<file path="src/rtl/reg_file_bypass_pkg.sv">
// Shared constants, index/word types and a range helper for the bypassed register file.
package reg_file_bypass_pkg;

    localparam int unsigned DEF_DATA_W   = 16;
    localparam int unsigned DEF_ADDR_W   = 4;
    localparam int unsigned DEF_NUM_REGS = 16;

    typedef logic [DEF_ADDR_W-1:0] reg_idx_t;
    typedef logic [DEF_DATA_W-1:0] reg_word_t;

    // True when idx names an implemented register.
    function automatic logic idx_legal(input logic [31:0] idx, input int unsigned num_regs);
        return idx < num_regs;
    endfunction

endpackage

</file>
<file path="src/rtl/reg_file_bypass_if.sv">
// Decode/writeback-side bus of the register file: write port, two read ports, scoreboard.
interface reg_file_bypass_if
    import reg_file_bypass_pkg::*;
#(
    parameter int unsigned DATA_W = DEF_DATA_W,
    parameter int unsigned ADDR_W = DEF_ADDR_W
) ();

    logic              wr_en;
    logic [ADDR_W-1:0] wr_addr;
    logic [DATA_W-1:0] wr_data;

    logic              rd_en1;
    logic [ADDR_W-1:0] rd_addr1;
    logic [DATA_W-1:0] rd_data1;
    logic              rd_busy1;

    logic              rd_en2;
    logic [ADDR_W-1:0] rd_addr2;
    logic [DATA_W-1:0] rd_data2;
    logic              rd_busy2;

    logic              busy_set;
    logic [ADDR_W-1:0] busy_addr;
    logic [ADDR_W:0]   busy_cnt;

    modport master (
        output wr_en, wr_addr, wr_data,
        output rd_en1, rd_addr1, rd_en2, rd_addr2,
        output busy_set, busy_addr,
        input  rd_data1, rd_busy1, rd_data2, rd_busy2, busy_cnt
    );

    modport slave (
        input  wr_en, wr_addr, wr_data,
        input  rd_en1, rd_addr1, rd_en2, rd_addr2,
        input  busy_set, busy_addr,
        output rd_data1, rd_busy1, rd_data2, rd_busy2, busy_cnt
    );

endinterface

</file>
<file path="src/rtl/reg_file_bypass_reg_word.sv">
// One register-file word: W-bit enable flop, async active-high reset to zero.
module reg_word #(
    parameter int unsigned W = 16
) (
    input  logic         clk,
    input  logic         rst,
    input  logic         en,
    input  logic [W-1:0] d,
    output logic [W-1:0] q
);

    // Load on enable, otherwise hold.
    always_ff @(posedge clk or posedge rst) begin
        if (rst) begin
            q <= '0;
        end else if (en) begin
            q <= d;
        end
    end

endmodule

</file>
<file path="src/rtl/reg_file_bypass.sv">
// Register file: one write port, two combinational read ports with write-to-read
// bypass, and a per-register busy scoreboard with a registered population count.
// Optional: define REG_ZERO_HARDWIRED_EN to make index 0 a constant-zero register.
module reg_file_bypass
    import reg_file_bypass_pkg::*;
#(
    parameter int unsigned DATA_W   = DEF_DATA_W,
    parameter int unsigned ADDR_W   = DEF_ADDR_W,
    parameter int unsigned NUM_REGS = DEF_NUM_REGS
) (
    input logic             clk,
    input logic             rst,
    reg_file_bypass_if.slave bus
);

`ifdef REG_ZERO_HARDWIRED_EN
    localparam bit ZERO_HW = 1'b1;
`else
    localparam bit ZERO_HW = 1'b0;
`endif

    localparam int unsigned CNT_W = ADDR_W + 1;

    logic [DATA_W-1:0]   words [NUM_REGS];
    logic [NUM_REGS-1:0] busy;
    logic [NUM_REGS-1:0] busy_nxt;
    logic [CNT_W-1:0]    cnt_nxt;
    logic [CNT_W-1:0]    busy_cnt_q;
    logic                wr_ok;
    logic                set_ok;

    // Qualified write / scoreboard-set strobes: illegal and hardwired-zero targets drop out here.
    assign wr_ok  = bus.wr_en && idx_legal(32'(bus.wr_addr), NUM_REGS)
                    && !(ZERO_HW && (bus.wr_addr == '0));
    assign set_ok = bus.busy_set && idx_legal(32'(bus.busy_addr), NUM_REGS)
                    && !(ZERO_HW && (bus.busy_addr == '0));

    // Storage: one enable flop word per implemented register.
    for (genvar i = 0; i < NUM_REGS; i++) begin : g_word
        if (ZERO_HW && (i == 0)) begin : g_zero
            assign words[i] = '0;
        end else begin : g_flop
            reg_word #(.W(DATA_W)) u_word (
                .clk (clk),
                .rst (rst),
                .en  (wr_ok && (bus.wr_addr == ADDR_W'(i))),
                .d   (bus.wr_data),
                .q   (words[i])
            );
        end
    end

    logic              rd_en   [2];
    logic [ADDR_W-1:0] rd_addr [2];

    assign rd_en[0]   = bus.rd_en1;
    assign rd_en[1]   = bus.rd_en2;
    assign rd_addr[0] = bus.rd_addr1;
    assign rd_addr[1] = bus.rd_addr2;

    // Read ports: storage mux with same-cycle bypass, gated to zero when disabled or out of range.
    for (genvar p = 0; p < 2; p++) begin : g_rd
        logic [DATA_W-1:0] data;
        logic              busy_o;
        logic              rd_ok;
        logic              wr_hit;

        assign rd_ok  = idx_legal(32'(rd_addr[p]), NUM_REGS);
        assign wr_hit = bus.wr_en && (bus.wr_addr == rd_addr[p]);

        // Select bypass or stored word and qualify the busy hazard.
        always_comb begin
            data   = '0;
            busy_o = 1'b0;
            if (rd_en[p] && rd_ok) begin
                if (wr_ok && wr_hit) begin
                    data = bus.wr_data;
                end else begin
                    data = words[rd_addr[p]];
                end
                busy_o = busy[rd_addr[p]] && !wr_hit;
            end
        end
    end

    assign bus.rd_data1 = g_rd[0].data;
    assign bus.rd_busy1 = g_rd[0].busy_o;
    assign bus.rd_data2 = g_rd[1].data;
    assign bus.rd_busy2 = g_rd[1].busy_o;

    // Next scoreboard: writeback clears, issue sets; set applied last so a new producer wins.
    always_comb begin
        busy_nxt = busy;
        if (wr_ok) begin
            busy_nxt[bus.wr_addr] = 1'b0;
        end
        if (set_ok) begin
            busy_nxt[bus.busy_addr] = 1'b1;
        end
        cnt_nxt = '0;
        for (int i = 0; i < NUM_REGS; i++) begin
            cnt_nxt = cnt_nxt + CNT_W'(busy_nxt[i]);
        end
    end

    // Scoreboard and its population count register.
    always_ff @(posedge clk or posedge rst) begin
        if (rst) begin
            busy       <= '0;
            busy_cnt_q <= '0;
        end else begin
            busy       <= busy_nxt;
            busy_cnt_q <= cnt_nxt;
        end
    end

    assign bus.busy_cnt = busy_cnt_q;

endmodule
</file>
<file path="src/flat_wrapper.sv">
// flat-port wrapper written by rule: the top's interface ports become plain ports
module reg_file_bypass_flat import reg_file_bypass_pkg::*;
#(
    parameter int unsigned DATA_W   = DEF_DATA_W,
    parameter int unsigned ADDR_W   = DEF_ADDR_W,
    parameter int unsigned NUM_REGS = DEF_NUM_REGS
)
  (clk, rst, bus_wr_en, bus_wr_addr, bus_wr_data, bus_rd_en1, bus_rd_addr1, bus_rd_en2, bus_rd_addr2, bus_busy_set, bus_busy_addr, bus_rd_data1, bus_rd_busy1, bus_rd_data2, bus_rd_busy2, bus_busy_cnt);
  reg_file_bypass_if #(.DATA_W(DATA_W), .ADDR_W(ADDR_W)) bus_i ();
  input logic clk;
  input logic rst;
  input wire logic [$bits(bus_i.wr_en)-1:0] bus_wr_en;
  input wire logic [$bits(bus_i.wr_addr)-1:0] bus_wr_addr;
  input wire logic [$bits(bus_i.wr_data)-1:0] bus_wr_data;
  input wire logic [$bits(bus_i.rd_en1)-1:0] bus_rd_en1;
  input wire logic [$bits(bus_i.rd_addr1)-1:0] bus_rd_addr1;
  input wire logic [$bits(bus_i.rd_en2)-1:0] bus_rd_en2;
  input wire logic [$bits(bus_i.rd_addr2)-1:0] bus_rd_addr2;
  input wire logic [$bits(bus_i.busy_set)-1:0] bus_busy_set;
  input wire logic [$bits(bus_i.busy_addr)-1:0] bus_busy_addr;
  output wire logic [$bits(bus_i.rd_data1)-1:0] bus_rd_data1;
  output wire logic [$bits(bus_i.rd_busy1)-1:0] bus_rd_busy1;
  output wire logic [$bits(bus_i.rd_data2)-1:0] bus_rd_data2;
  output wire logic [$bits(bus_i.rd_busy2)-1:0] bus_rd_busy2;
  output wire logic [$bits(bus_i.busy_cnt)-1:0] bus_busy_cnt;
  assign bus_i.wr_en = bus_wr_en;
  assign bus_i.wr_addr = bus_wr_addr;
  assign bus_i.wr_data = bus_wr_data;
  assign bus_i.rd_en1 = bus_rd_en1;
  assign bus_i.rd_addr1 = bus_rd_addr1;
  assign bus_i.rd_en2 = bus_rd_en2;
  assign bus_i.rd_addr2 = bus_rd_addr2;
  assign bus_i.busy_set = bus_busy_set;
  assign bus_i.busy_addr = bus_busy_addr;
  assign bus_rd_data1 = bus_i.rd_data1;
  assign bus_rd_busy1 = bus_i.rd_busy1;
  assign bus_rd_data2 = bus_i.rd_data2;
  assign bus_rd_busy2 = bus_i.rd_busy2;
  assign bus_busy_cnt = bus_i.busy_cnt;
  reg_file_bypass #(.DATA_W(DATA_W), .ADDR_W(ADDR_W), .NUM_REGS(NUM_REGS)) u_core (.clk(clk), .rst(rst), .bus(bus_i));
endmodule
</file>
<file path="config.mk">
export PLATFORM = sky130hd
export DESIGN_NAME = reg_file_bypass_flat
export DESIGN_NICKNAME = d
export VERILOG_FILES = /design/src/rtl/reg_file_bypass_pkg.sv /design/src/rtl/reg_file_bypass_if.sv /design/src/rtl/reg_file_bypass_reg_word.sv /design/src/rtl/reg_file_bypass.sv /design/src/flat_wrapper.sv
export SDC_FILE = /design/constraint.sdc
export NUM_CORES = 1
export LEC_CHECK = 0
export CORE_ASPECT_RATIO = 0.5
export CORE_MARGIN = 2
export CORE_UTILIZATION = 25
export CTS_CLUSTER_DIAMETER = 40
export DETAILED_ROUTE_END_ITERATION = 8
export MAX_ROUTING_LAYER = met4
export PLACE_DENSITY = 0.38
export SETUP_SLACK_MARGIN = 0.4
export SLEW_MARGIN = 20
export SYNTH_ARGS = -nofsm -noshare
export SYNTH_HDL_FRONTEND = slang
export SYNTH_SLANG_ARGS = --single-unit
</file>
<file path="constraint.sdc">
create_clock -name clk -period 10.9 [get_ports clk]
set_input_delay 3.27 -clock clk [delete_from_list [all_inputs] [get_ports clk]]
set_output_delay 3.27 -clock clk [all_outputs]
set_load 0.02 [all_outputs]
</file>
# Word level (Yosys, flattened, before mapping)
# Cells that the tools add are included.
# totals
output_inout_bits	39
in_bits	38
wordCells	112
regBits	277
# classes
add_sub_neg	15
bitwise	5
n_lt_le_gt_ge	8
reduce_logical	27
n_eq_ne	17
mux	22
# ops
cell	count
$mux W16	10
$bmux W16 S4	2
$add A5 B1 Y5	14
$eq A4 B4 Y1 const B	8
$logic_and A1 B1 Y1	24
$lt A4 B5 Y1 const B	4
$and A16 B16 Y16	1
$eq A4 B3 Y1 const B	4
$not A16 Y16	1
$or A16 B16 Y16	1
$ge A5 B5 Y1 const B	2
$not A4 Y5	2
$bmux W1 S4	2
$demux W1 S4	2
$eq A4 B2 Y1 const B	2
$eq A4 B4 Y1	2
$ge A4 B1 Y1 const B	2
$mux W1	6
$eq A4 B1 Y1 const B	1
$logic_not A4 Y1	1
$add A1 B1 Y2	1
$logic_not A1 Y1	2

# Logic depth before layout (Yosys ltp)
# Gate-level depths: netlist (run 1).
# logic_depth
ltp_word	24
mapped_depth	17
depth_no_buf	14

# Cells and area by module
# Synthesis (run 1) repeated with hierarchy kept, for this count alone.
# hier_totals
cells_unflattened	1048
hier_area_um2	16239.3
# by_module_without_submodules
mod	seq_area_each_um2	instances	cells_each	area_each_um2
reg_word	400.4	16	35	653.1
reg_file_bypass	525.5	1	488	5789.3

# Least setup slack after synthesis (run 1)
# OpenSTA, ideal clock, no wires.
# synth_path
path_kind	input to output
from	input bus_rd_addr1[0]
to	output bus_rd_data1[0]
n_path_buf	2
t_required_ps	7630
path_stages	6
arrival_time_ps	4663
setup_slack_ps	2967
cell_sequence	buf_6 > buf_2 > mux4_2 > a22oi_1 > nand2_1 > a22o_1
# synth_between
elab_chain_len	6
elab_cells_between_ends	9
cone_classes	eq/ne: 1; mux: 5; bitwise: 1; reduce/logical: 2
# synth_lines
element	line	rtl
start: declaration	flat_wrapper.sv:16	input wire logic [$bits(bus_i.rd_addr1)-1:0] bus_rd_addr1;
$not A4 Y5 (implied by the code)	reg_file_bypass.sv:79	data = words[rd_addr[p]];
$bmux W16 S4	reg_file_bypass.sv:79	
$mux W16 (implied by the code) (2 in a row)	reg_file_bypass.sv:79	
$mux W16 (*)	reg_file_bypass.sv:76	if (wr_ok && wr_hit) begin
$mux W16 (*)	reg_file_bypass.sv:75	if (rd_en[p] && rd_ok) begin
end: declaration	flat_wrapper.sv:21	output wire logic [$bits(bus_i.rd_data1)-1:0] bus_rd_data1;
# Every way passes the cells marked *; elsewhere a longest branch is shown, timed or not. The select of a mux whose other input is x is not followed.

# Worst setup path after layout (run 1)
# layout_path
from	input bus_rd_addr1[1]
to	output bus_rd_data1[7]
# Same word-level chain as after synthesis.

==> out/qor.yml, run 1 <==
synth:
  yosysUniqueCellTypes: 39
  yosys_warnings: 0
  ys.flop_type: "dfrtp_1"
  synth_top_cell_area_share: 0.4534
  synthArstFlopShare: 1.000
  synth_edf_count: 0
  synthesis.nets: 1073
  synth_cells: 1020
  yosysSeqAreaShare: 0.4534
  ys_ff_latch: 277
  yosys-top-cells-area: "dfrtp_1 45%, mux4_2 20%, mux2_2 17%"
  mappedNetlistArea_um2: 15290
  synth_area_per_cell_um2: 14.99
  yosysTopAreaCell: "dfrtp_1"
placed_design:
  dp.cells: 1871
  place_congestion: 0.7836
  port_buffers: 76
  dp.final_hpwl_um: 31760
  placedInstanceArea_um2: 17020
setup_path:
  reg2reg_to: "u_core.bus.busy_cnt[4]"
  cp.required_ns: 7.63
  crit_arrival_ns: 6.09
  startpoint_type: "primary input"
  worstSetupPathType: "in -> out"
  endpoint_kind: "output pin"
  worstPathMaxFanout: 13
  reg2reg_from: "u_core.busy[0]"
  r2r_cells: 12
  r2r_setup_slack_ns: 6.74
final_layout:
  fin_nets: 1141
  design_area_um2: 18490
  diodes: 0
  layout_common_cells: "277 x dfrtp_1, 237 x mux2_2, 138 x mux4_2"
  layout_commonest_cell: "dfrtp_1"
  drive_gt1_frac: 0.4790
  area_delta_synth_final_pct: 20.92
  finalNonFillerCells: 1944
timing:
  hold_violations: 0
  finalMaxSlewViolations: 0
  maxSlewHeadroom: 0.3577
  rsz0062_at_grt: "false"
  fin_crit_sh: 0.8587
  period_needed_ns: 9.360
  setup_viol: 0
  tns_ns: 0
  fin_skew_ns: 0.005852
  worstMarginPinSlew_ns: 0.9612
  max_freq_mhz: 106.8
floorplanning:
  die_w_um: 353.7
  fp.dieH_um: 178.9
  fp-row-count: 64
  start_util: 0.2515
  dieArea_um2: 63270
  io_pins: 77
  core_um2: 60780
global_routing:
  grt_pass1_wl_um: 73660
  grt_max_degree: 141
  track_usage: 0.1642
  grt_pass1_vias: 10776
  grt_overflow: 0
  antenna_found_initial: 0
drt:
  first_iter_violations: 512
  drc: 0
  wire_per_inst_um: 25.62
  dr.pass1.iters: 5
  wl_um: 49800
  routed_via_density: 4.966
  num_vias: 9654
  ant_nets: 0
cts:
  holdBufCountCts: 0
  cts-root-buf: "clkbuf_16"
  clk_path_buf_depth: 3
  cts_sinks: 277
  post_cts_buffers: 0
  cts_made_buffers: 40
  cts_resized: 0
  insertion_delay_ns: 0.53
  cts_tree: "yes"
  clkSlewWorstSetupHoldPaths_ns: 0.06
  cts_htree_levels: 2
status:
  status: "completed"
power:
  p_leak_nw: 7.510
  irDropWorstVdd_mv: 0.09681
  power_density_nw_per_um2: 214.4
run:
  max_cap_viol_count: 0
hold_path:
  hold_path.startpoint: "u_core.g_word[8].g_flop.u_word.q[15]"
  min_path_type: "reg -> reg"
  holdPathEnd: "u_core.g_word[8].g_flop.u_word.q[15]"
  worstHoldPathCells: 1
cells by family after synthesis:
group / count (synthesis) / synth area share
fa+ha+maj: 15 / 0.01719
mux: 394 / 0.3963
compound gates: 124 / 0.06122
simple gates: 88 / 0.03012
buf+inv: 112 / 0.03609
xor+xnor: 10 / 0.005729
flops: 277 / 0.4534
where the power goes:
part,internal [mW],switching (mW)
registers,1.28,0.170
clock network,0.897,0.523
logic,0.616,0.477
Yosys cell counts (all sizes together) (3+ instances only):
| library cell | instances |
|---|---|
| clkbuf | 32 |
| mux4 | 138 |
| a22oi | 64 |
| nor2b | 5 |
| o21a | 3 |
| inv | 17 |
| mux2 | 256 |
| a32o | 3 |
| buf | 63 |
| nand2b | 4 |
| fa | 10 |
| nand2 | 43 |
| o21ai | 15 |
| xnor2 | 9 |
| and2 | 5 |
| dfrtp | 277 |
| ha | 5 |
| nand3b | 3 |
| a22o | 34 |
| nand3 | 7 |
| nor2 | 14 |
metal layers:
metal / wire length [um] / track usage
met4: 1747 / 0.05904
met3: 1655 / 0.02280
met2: 24200 / 0.2692
met1: 22190 / 0.2092
met5: 0 / -
final cells by class:
class	count	area [um^2]
clock buffer	50	1151
clock inverter	23	312.8
sequential	277	6932
tap	825	1032
fill	6041	42290
timing repair buffer	121	1151
inverter	17	67.56
multi-input combinational	631	7840
flip-flops by register name, indices dropped and copies added (netlist names):
register                       cells
u_core.g_word.g_flop.u_word.q    256
u_core.busy                       16
u_core.bus.busy_cnt                5
worst max-delay path: stages:
cell and delay, ns:
clkdlybuf4s50_1 0.78, and2_1 0.81, buf_4 0.27, a22oi_1 0.08, nand2_1 0.07, a22o_1 0.18
clkdlybuf4s50_1 0.62
metrics by stage:
stage	setup slack [ns]	hold slack [ns]	util	total power, mW
CTS	1.558	0.5221	0.3042	4.035
detailed placement	1.560	0.5093	0.2801	2.587
floorplan	2.967	0.4773	-	2.230
finish	1.540	0.5216	0.3042	3.963
global route	1.410	0.5291	0.3042	4.212
global placement	1.527	0.4900	0.2801	2.560
how the worst max path moves through the flow:
stage	from	to	slack, ns
2_1_floorplan	bus_rd_addr1[0]	bus_rd_data1[0]	2.97
3_3_place_gp	bus_rd_addr1[0]	bus_rd_data1[5]	1.53
3_5_place_dp	bus_rd_addr1[1]	bus_rd_data1[5]	1.56
4_1_cts	bus_rd_addr1[1]	bus_rd_data1[5]	1.56
5_1_grt	bus_rd_addr1[1]	bus_rd_data1[7]	1.41
6_report	bus_rd_addr1[1]	bus_rd_data1[7]	1.54
Note: power is estimated with default switching activity, not from simulation.
==> run 2: changes to the inputs <==
--- a/config.mk
+++ b/config.mk
@@ -5,13 +5,14 @@
 export SDC_FILE = /design/constraint.sdc
 export NUM_CORES = 1
 export LEC_CHECK = 0
+export CAP_MARGIN = 10
 export CORE_ASPECT_RATIO = 0.5
 export CORE_MARGIN = 2
-export CORE_UTILIZATION = 25
+export CORE_UTILIZATION = 44
 export CTS_CLUSTER_DIAMETER = 40
 export DETAILED_ROUTE_END_ITERATION = 8
 export MAX_ROUTING_LAYER = met4
-export PLACE_DENSITY = 0.38
+export PLACE_DENSITY = 0.58
 export SETUP_SLACK_MARGIN = 0.4
 export SLEW_MARGIN = 20
 export SYNTH_ARGS = -nofsm -noshare
==> constraint.sdc (replaced) <==
create_clock -name clk -period 10 [get_ports clk]
set_input_delay 3 -clock clk [delete_from_list [all_inputs] [get_ports clk]]
set_output_delay 3 -clock clk [all_outputs]
set_load 0.02 [all_outputs]
==> run 2 against run 1 <==
Against the previous run:
- count of clock-buffer cells in the layout fell by 13
- setup slack lost 0.47 ns
- die area shrank 43%
- non-clock buffer count decreased by 9
- flip-flop and latch count stayed put
- first-iteration DRC count increased by 72%
- critical path depth stayed put
- total power up 0.62%
- final cell count shrank 19%
- worst hold slack better by 0.0019 ns
- utilization grew 21 points
- sequential share of layout area rose by 1.9 points
- highest routed layer unchanged
==> out/qor.yml, run 2 (same netlist as run 1, synthesis figures left out) <==
setup_path:
  cpMostUsedCell: "clkdlybuf4s50_1"
  worstPathMaxFanout: 12  # -1
  cp.required_ns: 7.00  # -0.63 ns
  crit_slowest_cell: "and2_1"
  crit_arrival_ns: 5.92  # -0.17 ns
  critical_path.max_stage_delay_ns: 0.89  # +0.08 ns
  worstSetupPathType: "in -> out"
  startpoint_type: "primary input"
  endpoint_kind: "output pin"
  path_buf_inv: 3  # unchanged
  crit_family: "buffers and inverters"
  crit_chain: "clkdlybuf4s50_1 -> and2_1 -> buf_4 -> a22oi_1 -> nand2_1 -> a22o_1 -> clkdlybuf4s50_1"
timing:
  max_freq_mhz: 112.0
  tns_ns: 0  # unchanged
  period_needed_ns: 8.925
  setup_viol: 0  # unchanged
  finalMaxSlewViolations: 0  # unchanged
  hold_violations: 0  # unchanged
  worstMarginPinSlew_ns: 1.032  # +0.07081 ns
  fin_crit_sh: 0.8925
  maxSlewHeadroom: 0.3120  # -0.04568
  fin_skew_ns: 0.002285  # -0.003567 ns
  rsz0062_at_grt: "false"
run:
  max_cap_viol_count: 0  # unchanged
cts:
  cts_htree_levels: 1  # -1
  cts_resized: 0  # unchanged
  holdBufCountCts: 0  # unchanged
  clkSlewWorstSetupHoldPaths_ns: 0.06  # about the same
  clk_path_buf_depth: 3  # unchanged
  cts_tree: "yes"
  cts_made_buffers: 31  # -23%
  cts-root-buf: "clkbuf_16"
  post_cts_buffers: 0  # unchanged
  insertion_delay_ns: 0.58  # +0.05 ns
  cts_sinks: 277  # unchanged
global_routing:
  antenna_found_initial: 0  # unchanged
  grt_overflow: 0  # unchanged
  track_usage: 0.2597  # +0.09551
  grt_max_degree: 141  # unchanged
  grt_pass1_wl_um: 66870  # -9.2%
  grt_pass1_vias: 10362  # -3.8%
drt:
  drc: 0  # unchanged
  ant_nets: 0  # unchanged
  wire_per_inst_um: 28.02  # +9.4%
  num_vias: 9872  # +2.3%
  routed_via_density: 6.288  # +27%
  dr.pass1.iters: 5  # unchanged
  wl_um: 44000  # -12%
  first_iter_violations: 883  # +72%
floorplanning:
  dieArea_um2: 36340  # -43%
  start_util: 0.4450  # +0.1935
  fp.dieH_um: 135.8  # -24%
  core_um2: 34350  # -43%
  fp-row-count: 48  # -25%
  die_w_um: 267.6  # -24%
  io_pins: 77  # unchanged
final_layout:
  drive_gt1_frac: 0.4667  # -0.01233
  multi_input_area_um2: 7833  # about the same
  top_register: "u_core.g_word.g_flop.u_word.q"
  fin_nets: 1123  # -1.6%
  layout_commonest_cell: "dfrtp_1"
  largest_reg_flops: 256  # unchanged
  register_area_um2: 6932  # unchanged
  num-fill-cells: 2903  # -52%
  diodes: 0  # unchanged
  area_delta_synth_final_pct: 15.23
  design_area_um2: 17620  # -4.7%
  layout_common_cells: "277 x dfrtp_1, 237 x mux2_2, 138 x mux4_2"
power:
  irDropWorstVdd_mv: 0.2632  # +170%
  power_density_nw_per_um2: 226.4  # +5.6%
  p_leak_nw: 7.299  # -2.8%
hold_path:
  min_path_type: "reg -> reg"
status:
  status: "completed"
placed_design:
  place_congestion: 0.8084  # +3.2%
  dp.final_hpwl_um: 26520  # -17%
  placedInstanceArea_um2: 16480  # -3.2%
  port_buffers: 76  # unchanged
[run 2: final cells by class]
cell class / count / share of cell area
Clock buffer: 37 / 0.04759
Clock inverter: 21 / 0.01555
Inverter: 17 / 0.003835
Multi-Input combinational cell: 631 / 0.4446
Sequential cell: 277 / 0.3935
Tap cell: 475 / 0.03374
Timing Repair Buffer: 112 / 0.06122
[run 2: per-stage QoR]
step,worst slack (ns),cells,power [mW],hold WS [ns],utilization
floorplan,2.497,1020,2.431,0.4773,-
global placement,1.170,1511,2.704,0.4942,0.4796
detailed placement,1.152,1511,2.763,0.5100,0.4796
CTS,1.133,1569,4.018,0.5239,0.5120
global route,1.046,1570,4.219,0.5392,0.5128
finish,1.075,1570,3.988,0.5234,0.5128
[run 2: worst paths after layout]
path	start	to	slack, ns	cells past startpoint
max	bus_rd_addr2[1]	bus_rd_data2[10]	1.08	7
min	u_core.g_word[12].g_flop.u_word.q[6]	u_core.g_word[12].g_flop.u_word.q[6]	0.52	1
max reg2reg	u_core.busy[0]	u_core.bus.busy_cnt[4]	5.84	12
min reg2reg	u_core.g_word[12].g_flop.u_word.q[6]	u_core.g_word[12].g_flop.u_word.q[6]	0.52	1
max in group asynchronous	rst	u_core.g_word[4].g_flop.u_word.q[12]	5.60	4
min in group asynchronous	rst	u_core.g_word[5].g_flop.u_word.q[7]	3.00	3
[run 2: per-layer routing]
| metal | global-route usage | part of all wire |
|---|---|---|
| met4 | 0.05556 | 0.020 |
| met3 | 0.03762 | 0.054 |
| met1 | 0.3814 | 0.47 |
| met2 | 0.3863 | 0.46 |
| met5 | - | 0 |
[run 2: worst reg2reg max path: stages (launching register included)]
cell     delay (ns)
dfrtp_1        0.42
a22o_1         0.25
ha_1           0.31
fa_1           0.51
fa_1           0.43
fa_1           0.49
inv_1          0.05
fa_1           0.47
inv_1          0.05
fa_1           0.41
fa_1           0.47
a21oi_1        0.14
nor2b_1        0.06
[run 2: report_power, final]
part	internal, mW	switching (mW)
logic	0.668	0.493
registers	1.40	0.187
clock network	0.736	0.509
total	2.80	1.19
